`config.mk`:
```
export PLATFORM = sky130hd
export DESIGN_NAME = tmds_channel_decoder_flat
export DESIGN_NICKNAME = d
export VERILOG_FILES = /design/src/rtl/tmds_pkg.sv /design/src/rtl/tmds_channel_decoder_if.sv /design/src/rtl/tmds_word_decode.sv /design/src/rtl/tmds_channel_decoder.sv /design/src/flat_wrapper.sv
export SDC_FILE = /design/constraint.sdc
export NUM_CORES = 1
export LEC_CHECK = 0
export CAP_MARGIN = 20
export CORE_ASPECT_RATIO = 0.8
export CORE_MARGIN = 2
export CORE_UTILIZATION = 40
export CTS_CLUSTER_DIAMETER = 30
export CTS_CLUSTER_SIZE = 8
export DETAILED_ROUTE_END_ITERATION = 8
export PLACE_DENSITY = 0.7
export SYNTH_ARGS = -nofsm -noshare
export SYNTH_HDL_FRONTEND = slang
export SYNTH_HIERARCHICAL = 1
export SYNTH_SLANG_ARGS = --single-unit
```
`constraint.sdc`:
```
create_clock -name clk_pixel -period 4 [get_ports clk_pixel]
set_clock_uncertainty 0.2 [all_clocks]
set_input_delay 0.8 -clock clk_pixel [delete_from_list [all_inputs] [get_ports clk_pixel]]
set_output_delay 0.8 -clock clk_pixel [all_outputs]
set_load 0.005 [all_outputs]
```
`src/rtl/tmds_pkg.sv`:
```
// Definitions shared by the TMDS transmit encoder and receive decoder so both
// ends agree on the word width, the control tokens and the alignment states.
package tmds_pkg;

    localparam int WORD_W = 10;

    localparam logic [WORD_W-1:0] CTRL_TOKEN_00 = 10'b1101010100;
    localparam logic [WORD_W-1:0] CTRL_TOKEN_01 = 10'b0010101011;
    localparam logic [WORD_W-1:0] CTRL_TOKEN_10 = 10'b0101010100;
    localparam logic [WORD_W-1:0] CTRL_TOKEN_11 = 10'b1010101011;

    typedef enum logic {
        SEARCH = 1'b0,
        LOCKED = 1'b1
    } align_state_t;

    function automatic logic is_ctrl_token(input logic [WORD_W-1:0] w);
        return (w == CTRL_TOKEN_00) || (w == CTRL_TOKEN_01) ||
               (w == CTRL_TOKEN_10) || (w == CTRL_TOKEN_11);
    endfunction

endpackage

```
`src/rtl/tmds_channel_decoder_if.sv`:
```
// Word stream from the deserializer and the decoded results of one TMDS channel.
interface tmds_channel_decoder_if;
    import tmds_pkg::*;

    logic [WORD_W-1:0] raw_word;
    logic [7:0]        vd;
    logic [1:0]        cd;
    logic              vde;
    logic              locked;
    logic [3:0]        bit_offset;
    logic              decode_err;

    modport master (
        output raw_word,
        input  vd, cd, vde, locked, bit_offset, decode_err
    );

    modport slave (
        input  raw_word,
        output vd, cd, vde, locked, bit_offset, decode_err
    );

endinterface

```
`src/rtl/tmds_word_decode.sv`:
```
// Purely combinational decode of one aligned TMDS word into video data or a
// control code, with flags for control tokens and reserved data forms.
module tmds_word_decode
    import tmds_pkg::*;
(
    input  logic [WORD_W-1:0] word,
    output logic [7:0]        vd,
    output logic [1:0]        cd,
    output logic              is_token,
    output logic              reserved
);

    logic [7:0] d;

    always_comb begin
        is_token = is_ctrl_token(word);
        cd = 2'b00;
        case (word)
            CTRL_TOKEN_01: cd = 2'b01;
            CTRL_TOKEN_10: cd = 2'b10;
            CTRL_TOKEN_11: cd = 2'b11;
            default:       cd = 2'b00;
        endcase
        d = word[9] ? ~word[7:0] : word[7:0];
        vd = '0;
        vd[0] = d[0];
        // bit 8 says whether the encoder chained with XOR (1) or XNOR (0)
        for (int i = 1; i < 8; i++) begin
            vd[i] = word[8] ? (d[i] ^ d[i-1]) : ~(d[i] ^ d[i-1]);
        end
        reserved = !is_token && (word[9:8] == 2'b11) &&
                   ((word[7:0] == 8'h00) || (word[7:0] == 8'hFF));
    end

endmodule

```
`src/rtl/tmds_channel_decoder.sv`:
```
// One TMDS receive channel: finds word alignment from runs of control tokens,
// then decodes aligned words to video data or control codes.
module tmds_channel_decoder
    import tmds_pkg::*;
#(
    parameter int LOCK_TOKENS = 8,
    parameter int TIMEOUT     = 2048
)(
    input logic             clk_pixel,
    input logic             rst_n,
    tmds_channel_decoder_if.slave bus
);

    localparam int CNT_W   = $clog2(LOCK_TOKENS + 1);
    localparam int SINCE_W = $clog2(TIMEOUT + 1);
    localparam logic [CNT_W-1:0]   LOCK_CNT    = CNT_W'(LOCK_TOKENS);
    localparam logic [SINCE_W-1:0] TIMEOUT_CNT = SINCE_W'(TIMEOUT);
    localparam logic [SINCE_W-1:0] SINCE_MAX   = '1;

    logic [WORD_W-1:0]   r0, r1;
    logic [2*WORD_W-1:0] window;
    logic [WORD_W-1:0]   aligned;
    logic                match_any;
    logic [3:0]          match_off;

    align_state_t        state, state_nxt;
    logic [3:0]          offset, offset_nxt;
    logic [CNT_W-1:0]    cnt, cnt_nxt;
    logic [SINCE_W-1:0]  since, since_nxt;

    logic [7:0]          vd_q, vd_nxt;
    logic [1:0]          cd_q, cd_nxt;
    logic                vde_q, vde_nxt;
    logic                err_q, err_nxt;

    logic [7:0]          dec_vd;
    logic [1:0]          dec_cd;
    logic                dec_token;
    logic                dec_reserved;

    // Older word sits in the low half so the serial bit order runs upward.
    assign window = {r0, r1};

    always_comb begin
        aligned = window[WORD_W-1:0];
        for (int k = 1; k < WORD_W; k++) begin
            if (offset == 4'(k)) aligned = window[k +: WORD_W];
        end
    end

    // Scan downward so the lowest matching offset wins.
    always_comb begin
        match_any = 1'b0;
        match_off = 4'd0;
        for (int k = WORD_W - 1; k >= 0; k--) begin
            if (is_ctrl_token(window[k +: WORD_W])) begin
                match_any = 1'b1;
                match_off = 4'(k);
            end
        end
    end

    tmds_word_decode u_decode (
        .word     (aligned),
        .vd       (dec_vd),
        .cd       (dec_cd),
        .is_token (dec_token),
        .reserved (dec_reserved)
    );

    always_comb begin
        state_nxt  = state;
        offset_nxt = offset;
        cnt_nxt    = cnt;
        since_nxt  = since;
        vd_nxt     = vd_q;
        cd_nxt     = cd_q;
        vde_nxt    = 1'b0;
        err_nxt    = 1'b0;
        if (state == SEARCH) begin
            vd_nxt = '0;
            cd_nxt = '0;
            if (match_any) begin
                if (match_off == offset) begin
                    cnt_nxt = cnt + 1'b1;
                end else begin
                    offset_nxt = match_off;
                    cnt_nxt    = CNT_W'(1);
                end
            end
            if (cnt_nxt == LOCK_CNT) begin
                state_nxt = LOCKED;
                since_nxt = '0;
            end
        end else begin
            if (dec_token) begin
                cd_nxt    = dec_cd;
                since_nxt = '0;
            end else begin
                vde_nxt = 1'b1;
                vd_nxt  = dec_vd;
                err_nxt = dec_reserved;
                if (since != SINCE_MAX) since_nxt = since + 1'b1;
                // Still decode this word; blanking of outputs starts next cycle.
                if (since_nxt == TIMEOUT_CNT) begin
                    state_nxt = SEARCH;
                    cnt_nxt   = '0;
                end
            end
        end
    end

    always_ff @(posedge clk_pixel or negedge rst_n) begin
        if (!rst_n) begin
            r0     <= '0;
            r1     <= '0;
            state  <= SEARCH;
            offset <= '0;
            cnt    <= '0;
            since  <= '0;
            vd_q   <= '0;
            cd_q   <= '0;
            vde_q  <= 1'b0;
            err_q  <= 1'b0;
        end else begin
            r0     <= bus.raw_word;
            r1     <= r0;
            state  <= state_nxt;
            offset <= offset_nxt;
            cnt    <= cnt_nxt;
            since  <= since_nxt;
            vd_q   <= vd_nxt;
            cd_q   <= cd_nxt;
            vde_q  <= vde_nxt;
            err_q  <= err_nxt;
        end
    end

    assign bus.vd         = vd_q;
    assign bus.cd         = cd_q;
    assign bus.vde        = vde_q;
    assign bus.decode_err = err_q;
    assign bus.bit_offset = offset;
    assign bus.locked     = (state == LOCKED);

endmodule

```
`src/flat_wrapper.sv`:
```
// flat-port wrapper written by rule: the top's interface ports become plain ports
module tmds_channel_decoder_flat import tmds_pkg::*;
#(
    parameter int LOCK_TOKENS = 8,
    parameter int TIMEOUT     = 2048
)
  (clk_pixel, rst_n, bus_raw_word, bus_vd, bus_cd, bus_vde, bus_locked, bus_bit_offset, bus_decode_err);
  tmds_channel_decoder_if bus_i ();
  input logic clk_pixel;
  input logic rst_n;
  input wire logic [$bits(bus_i.raw_word)-1:0] bus_raw_word;
  output wire logic [$bits(bus_i.vd)-1:0] bus_vd;
  output wire logic [$bits(bus_i.cd)-1:0] bus_cd;
  output wire logic [$bits(bus_i.vde)-1:0] bus_vde;
  output wire logic [$bits(bus_i.locked)-1:0] bus_locked;
  output wire logic [$bits(bus_i.bit_offset)-1:0] bus_bit_offset;
  output wire logic [$bits(bus_i.decode_err)-1:0] bus_decode_err;
  assign bus_i.raw_word = bus_raw_word;
  assign bus_vd = bus_i.vd;
  assign bus_cd = bus_i.cd;
  assign bus_vde = bus_i.vde;
  assign bus_locked = bus_i.locked;
  assign bus_bit_offset = bus_i.bit_offset;
  assign bus_decode_err = bus_i.decode_err;
  tmds_channel_decoder #(.LOCK_TOKENS(LOCK_TOKENS), .TIMEOUT(TIMEOUT)) u_core (.clk_pixel(clk_pixel), .rst_n(rst_n), .bus(bus_i));
endmodule
```
# Word level (Yosys, flattened, before mapping)
# Index checks and enable logic that the tools add are counted.
# word_totals
regBits	53
out_inout_bits	17
wordCells	194
# classes
addsub	2
n_eq_ne	62
n_mux	62
bitwise_logic	17
reduce_logical	41
# op_table
op	count
$eq 10x10->1 const B	22
$eq 10x8->1 const B	11
$eq 10x9->1 const B	11
$mux 10	9
$mux 12	6
$mux 4	16
$logic_or 1x1->1	34
$mux 1	25
$mux 8	3
$eq 4x3->1 const B	4
$add 12x1->12 const B	1
$eq 12x12->1 const B	1
$eq 4x4->1 const B	3
$ne 12x12->1 const B	1
$not 1->1	9
$eq 4x2->1 const B	2
$eq 8x8->1 const B	1
$logic_not 8->1	1
$not 8->8	1
$xor 1x1->1	7
$ne 2x2->1 const B	3
$pmux 2 s3	1
$add 4x1->4 const B	1
$eq 4x1->1 const B	1
8 further kinds	10

# Depth between registers and ports, before layout
# depth
word_depth	21
ltp_mapped	20
mapped_depth_nobuf	17

# Cells and area by module
# The synthesis kept the hierarchy.
# modules_own_cells
mod	instances	cells_per_inst	area_per_inst_um2	seq_area_each_um2
tmds_channel_decoder	1	469	3900.0	1326.3
tmds_word_decode	1	28	220.2	0.0

# Worst setup path before layout
# No wires, ideal clock.
# synth_timing
path_type	register to register
start	register u_core.offset[3] (netlist: u_core/bus.bit_offset[3])
end	register u_core.cnt[2]
setup_ps	140
t_arrival_ps	3696
required_ps	3660
path_slack_ps	-36
stages_incl_launch_ff	17
path_buffers	1
path_cell_list	dfrtp_1 -> or4b_2 -> clkbuf_1 -> a211oi_1 -> a21oi_1 -> o2bb2ai_1 -> a221oi_1 -> a211oi_1 -> a31oi_1 -> nor3_2 -> and4bb_4 -> o21bai_1 -> nand2b_1 -> o41ai_1 -> a21bo_2 -> nand2_1 -> o21ai_0
# synth_via
elab_chain_cells	16
word_cells_on_any_way	32
# synth_rtl
element	line	rtl
from (decl)	tmds_channel_decoder.sv:27	logic [3:0] offset, offset_nxt;
from (signal assigned)	tmds_channel_decoder.sv:129	offset <= offset_nxt;
$eq 4x1->1	tmds_channel_decoder.sv:47	if (offset == 4'(k)) aligned = window[k +: WORD_W];
$mux 10 (8 in a row)	tmds_channel_decoder.sv:47	
$mux 10 (*)	tmds_channel_decoder.sv:47	
net u_core.aligned[2]	tmds_channel_decoder.sv:22	logic [WORD_W-1:0] aligned;
$eq 10x10->1 or $eq 10x8->1 (tied branches)	tmds_pkg.sv:18	return (w == CTRL_TOKEN_00) || (w == CTRL_TOKEN_01) ||
$logic_or 1x1->1 (2 in a row)	tmds_pkg.sv:18	
$logic_or 1x1->1 (*)	tmds_pkg.sv:19	(w == CTRL_TOKEN_10) || (w == CTRL_TOKEN_11);
net u_core.dec_token	tmds_channel_decoder.sv:38	logic dec_token;
$ne 2x2->1 (no source line) (*)	n/a	
$reduce_and 2->1 (no source line) (*)	n/a	
to (signal assigned)	tmds_channel_decoder.sv:130	cnt <= cnt_nxt;
to (decl)	tmds_channel_decoder.sv:28	logic [CNT_W-1:0] cnt, cnt_nxt;
# The timed path passes the listed nets; every way through them passes the cells marked *. The select of a mux whose other input is x is not followed.
# A chain may end at the register's enable or synchronous reset.

# Final worst setup path
# Ends and elaborated chain as after synthesis.

==> metrics.cfg <==
[yosys]
synth_top_area_frac=0.322
syn_area_per_cell_um2=8.29
synthArstFlopShare=1.00
synth_top_family_by_area=simple AND/OR/NAND/NOR gates
synth_most_common_cell=nor2_1
synth_simple_gate_area_frac=0.266
synth_compound_area_frac=0.251
synth-edff-count=0
synth_area_mm2=0.00412
synthMuxAreaShare=0.0647
yosysSeqAreaShare=0.322
yosys-top-cells-count=nor2_1 (62), dfrtp_1 (53), nand2_1 (39)
ys_seq_elements=53
postSynthCellCount=497
syn-num-nets=511
synth_flop_cell=dfrtp_1
synth-xor-area-share=0.0319
synth.largest_area_cell=dfrtp_1
synth_warnings=6
yosysUniqueCellTypes=74
yosys.area_share.adder=0.00607
synth_area_leaders=dfrtp_1 (32%), nor2_1 (5.6%), mux2i_1 (5.6%), a211oi_1 (4.0%), a21oi_1 (3.9%)

[route]
antenna_left=0
wire_per_inst_um=17.5
drt_pass1_iterations=5
vias=4186
routed_wl_mm=12.0
viasPerCell=6.12
drt_iter0_drc=470
drc=0

[worst_setup_path]
worst-endpoint-arrival_ns=3.94
critPathRequiredTime_ns=3.96
end_kind=flop
cpMostUsedCell=buf_4
path_max_fanout=8
worstSetupStartpointType=flop
critPathKind=reg -> reg
slowest_stage=dfrtp_1
path_cells=buf_6 -> nor4b_2 -> buf_4 -> buf_4 -> mux2i_1 -> a211oi_2 -> a21oi_2 -> o2bb2ai_1 -> a221oi_2 -> a211oi_2 -> a31oi_1 -> buf_4 -> nor2_1 -> nand2_1 -> o21bai_4 -> nand2b_4 -> o41ai_4 -> a21bo_2 -> nand2_1 -> o21ai_1
critPathMaxStageDelay_ns=0.40

[pwr]
cellPowerDensity_mw_per_mm2=296
switching_share=0.334
p_leak_nw=2.00
pwr-share-comb=0.349
ir_worst_vdd_mv=0.169
power.internal_w=0.00106
p_switching_w=0.000530
power_frac_clock=0.278
seqPwrFrac=0.373

[global_routing]
top_usage_layer=met2
track_usage=0.198
grt_pass1_vias=3687
grtUsageMet2=0.326
met1_usage=0.276
grt_overflow=0
grt_pass1_wl_mm=18.4
antenna_found_initial=0
gr-usage-met3=0.0284
grt_max_degree=31

[place]
dp_hpwl_mm=7.69
pre_cts_slack_ns=-0.0495
gp_congestion=0.881
io_buffer_count=28

[cells_and_area]
final_util=0.528
syn2layout_area_growth_pct=30.1
drive_gt1_frac=0.268
fin_nets=557
diodes=0

[cts]
clk_latency_ns=0.30
cts_tree=done
clock_tree.htree_level_count=2
clock_sinks=53
clk_pin_slew_ns=0.07
root_buffer=clkbuf_16
max-clock-path-buffers=2
cts_inserted_buffers=5

[die]
pin_count=29
dieWidth_um=117
dieArea_mm2=0.0111
start_util=0.406
die_h_um=94.8
core_mm2=0.0102
num_rows=33

[sta]
worst_slack_ns=0.0250
setup_viol=0
hold-worst-slack_ns=0.158
timing.fmax_mhz=252
period_share=0.994
worstMarginPinSlew_ns=0.747
drv_slew=0
rsz0062_at_grt=yes
slew_headroom=0.497
hold_violations=0
finalCriticalPeriod_ns=3.98

[hold_path]
hold_class=reg -> reg

[flow_run]
drv_cap=0

[status]
outcome=completed

## critical path: cells and delay by family (launching register included)
| kind | cells | cell delay, ns |
|---|---|---|
| AOI/OAI and AO/OA | 10 | 1.86 |
| buffers and inverters | 4 | 0.69 |
| and+or+nand+nor | 5 | 0.61 |
| DFF | 1 | 0.40 |
| muxes | 1 | 0.09 |
## placed cells by master, fill, tap and decap left out, types with 8 or more instances in the layout
cell	n
mux2i_1	21
nand2_1	38
a21oi_1	24
nor3_1	9
clkdlybuf4s50_1	27
o21ai_0	14
nor4_1	8
inv_1	13
a21oi_2	12
clkbuf_16	8
a211oi_2	14
a221oi_2	8
nor2_1	60
xnor2_1	9
nand4_1	9
buf_4	41
dfrtp_1	52
nand3_1	19
## routing by layer
metal | up-vias | share of wire
met1 | 2017 | 0.46
met5 | - | 0
met3 | 30 | 0.065
met2 | 190 | 0.46
li1 | 1949 | -
met4 | 0 | 0.017
## stage by stage
stage,setup TNS [ns],instance area (um^2),std cells,power [W]
CTS,0,4860,667,0.00150
finish,0,5360,684,0.00159
global route,-0.586,5360,684,0.00167
detailed placement,-0.134,4700,659,0.00105
floorplan,0,4130,497,0.000904
global placement,-0.0370,4700,659,0.00104
## power groups by stage
stage | combinational [W] | clock [W] | sequential (W)
after detailed placement | 0.000455 | 0 | 0.000596
after global placement | 0.000447 | 0 | 0.000595
after CTS | 0.000460 | 0.000455 | 0.000585
final | 0.000554 | 0.000442 | 0.000591
after global routing | 0.000599 | 0.000475 | 0.000594
after floorplan | 0.000322 | 0 | 0.000583
## registers in the layout, summed over array words and instances, names as in the netlist
name	count
u_core/bus.locked	1
u_core/bus.vd	8
u_core/bus.cd	2
u_core/r0	10
u_core/bus.bit_offset	4
u_core/bus.decode_err	1
u_core/r1	10
u_core/since	12
u_core/bus.vde	1
u_core/cnt	4
## timing repair
item / 4_1_cts / 5_1_grt
cloned: 0 / 5
gates resized for setup: 3 / 69
hold buffers: 0 / 0
pin swaps: 0 / 25
setup buffers: 0 / 12
endpoints found under the setup margin: 5 / 28
## logic make-up after synthesis
logic type / count (synthesis)
multiplexers: 26
flip-flops: 53
buffers and inverters: 58
AO/OA/AOI/OAI: 141
AND/OR/NAND/NOR: 202
adder cells (fa/ha/maj): 2
XOR/XNOR: 15
## path summary, 6_finish.rpt
path	startpoint	endpoint	slack (ns)	cells past startpoint
worst max-delay path	u_core/bus.bit_offset[3]	u_core/cnt[2]	0.02	20
worst min-delay path	u_core/r0[9]	u_core/r1[9]	0.16	0
worst max register to register	u_core/bus.bit_offset[3]	u_core/cnt[2]	0.02	20
worst min register to register	u_core/r0[9]	u_core/r1[9]	0.16	0
max in group asynchronous	rst_n	u_core/since[10]	2.51	2
min in group asynchronous	rst_n	u_core/r1[4]	0.29	1
## area by class of cell
class,count,area (um^2)
Inverter,15,56.3
Fill cell,898,4800
Tap cell,140,175
Timing Repair Buffer,82,791
Sequential cell,53,1330
Clock inverter,3,21.3
Clock buffer,5,125
Multi-Input combinational cell,386,2860
No activity file was read; power rests on OpenSTA's default activity.
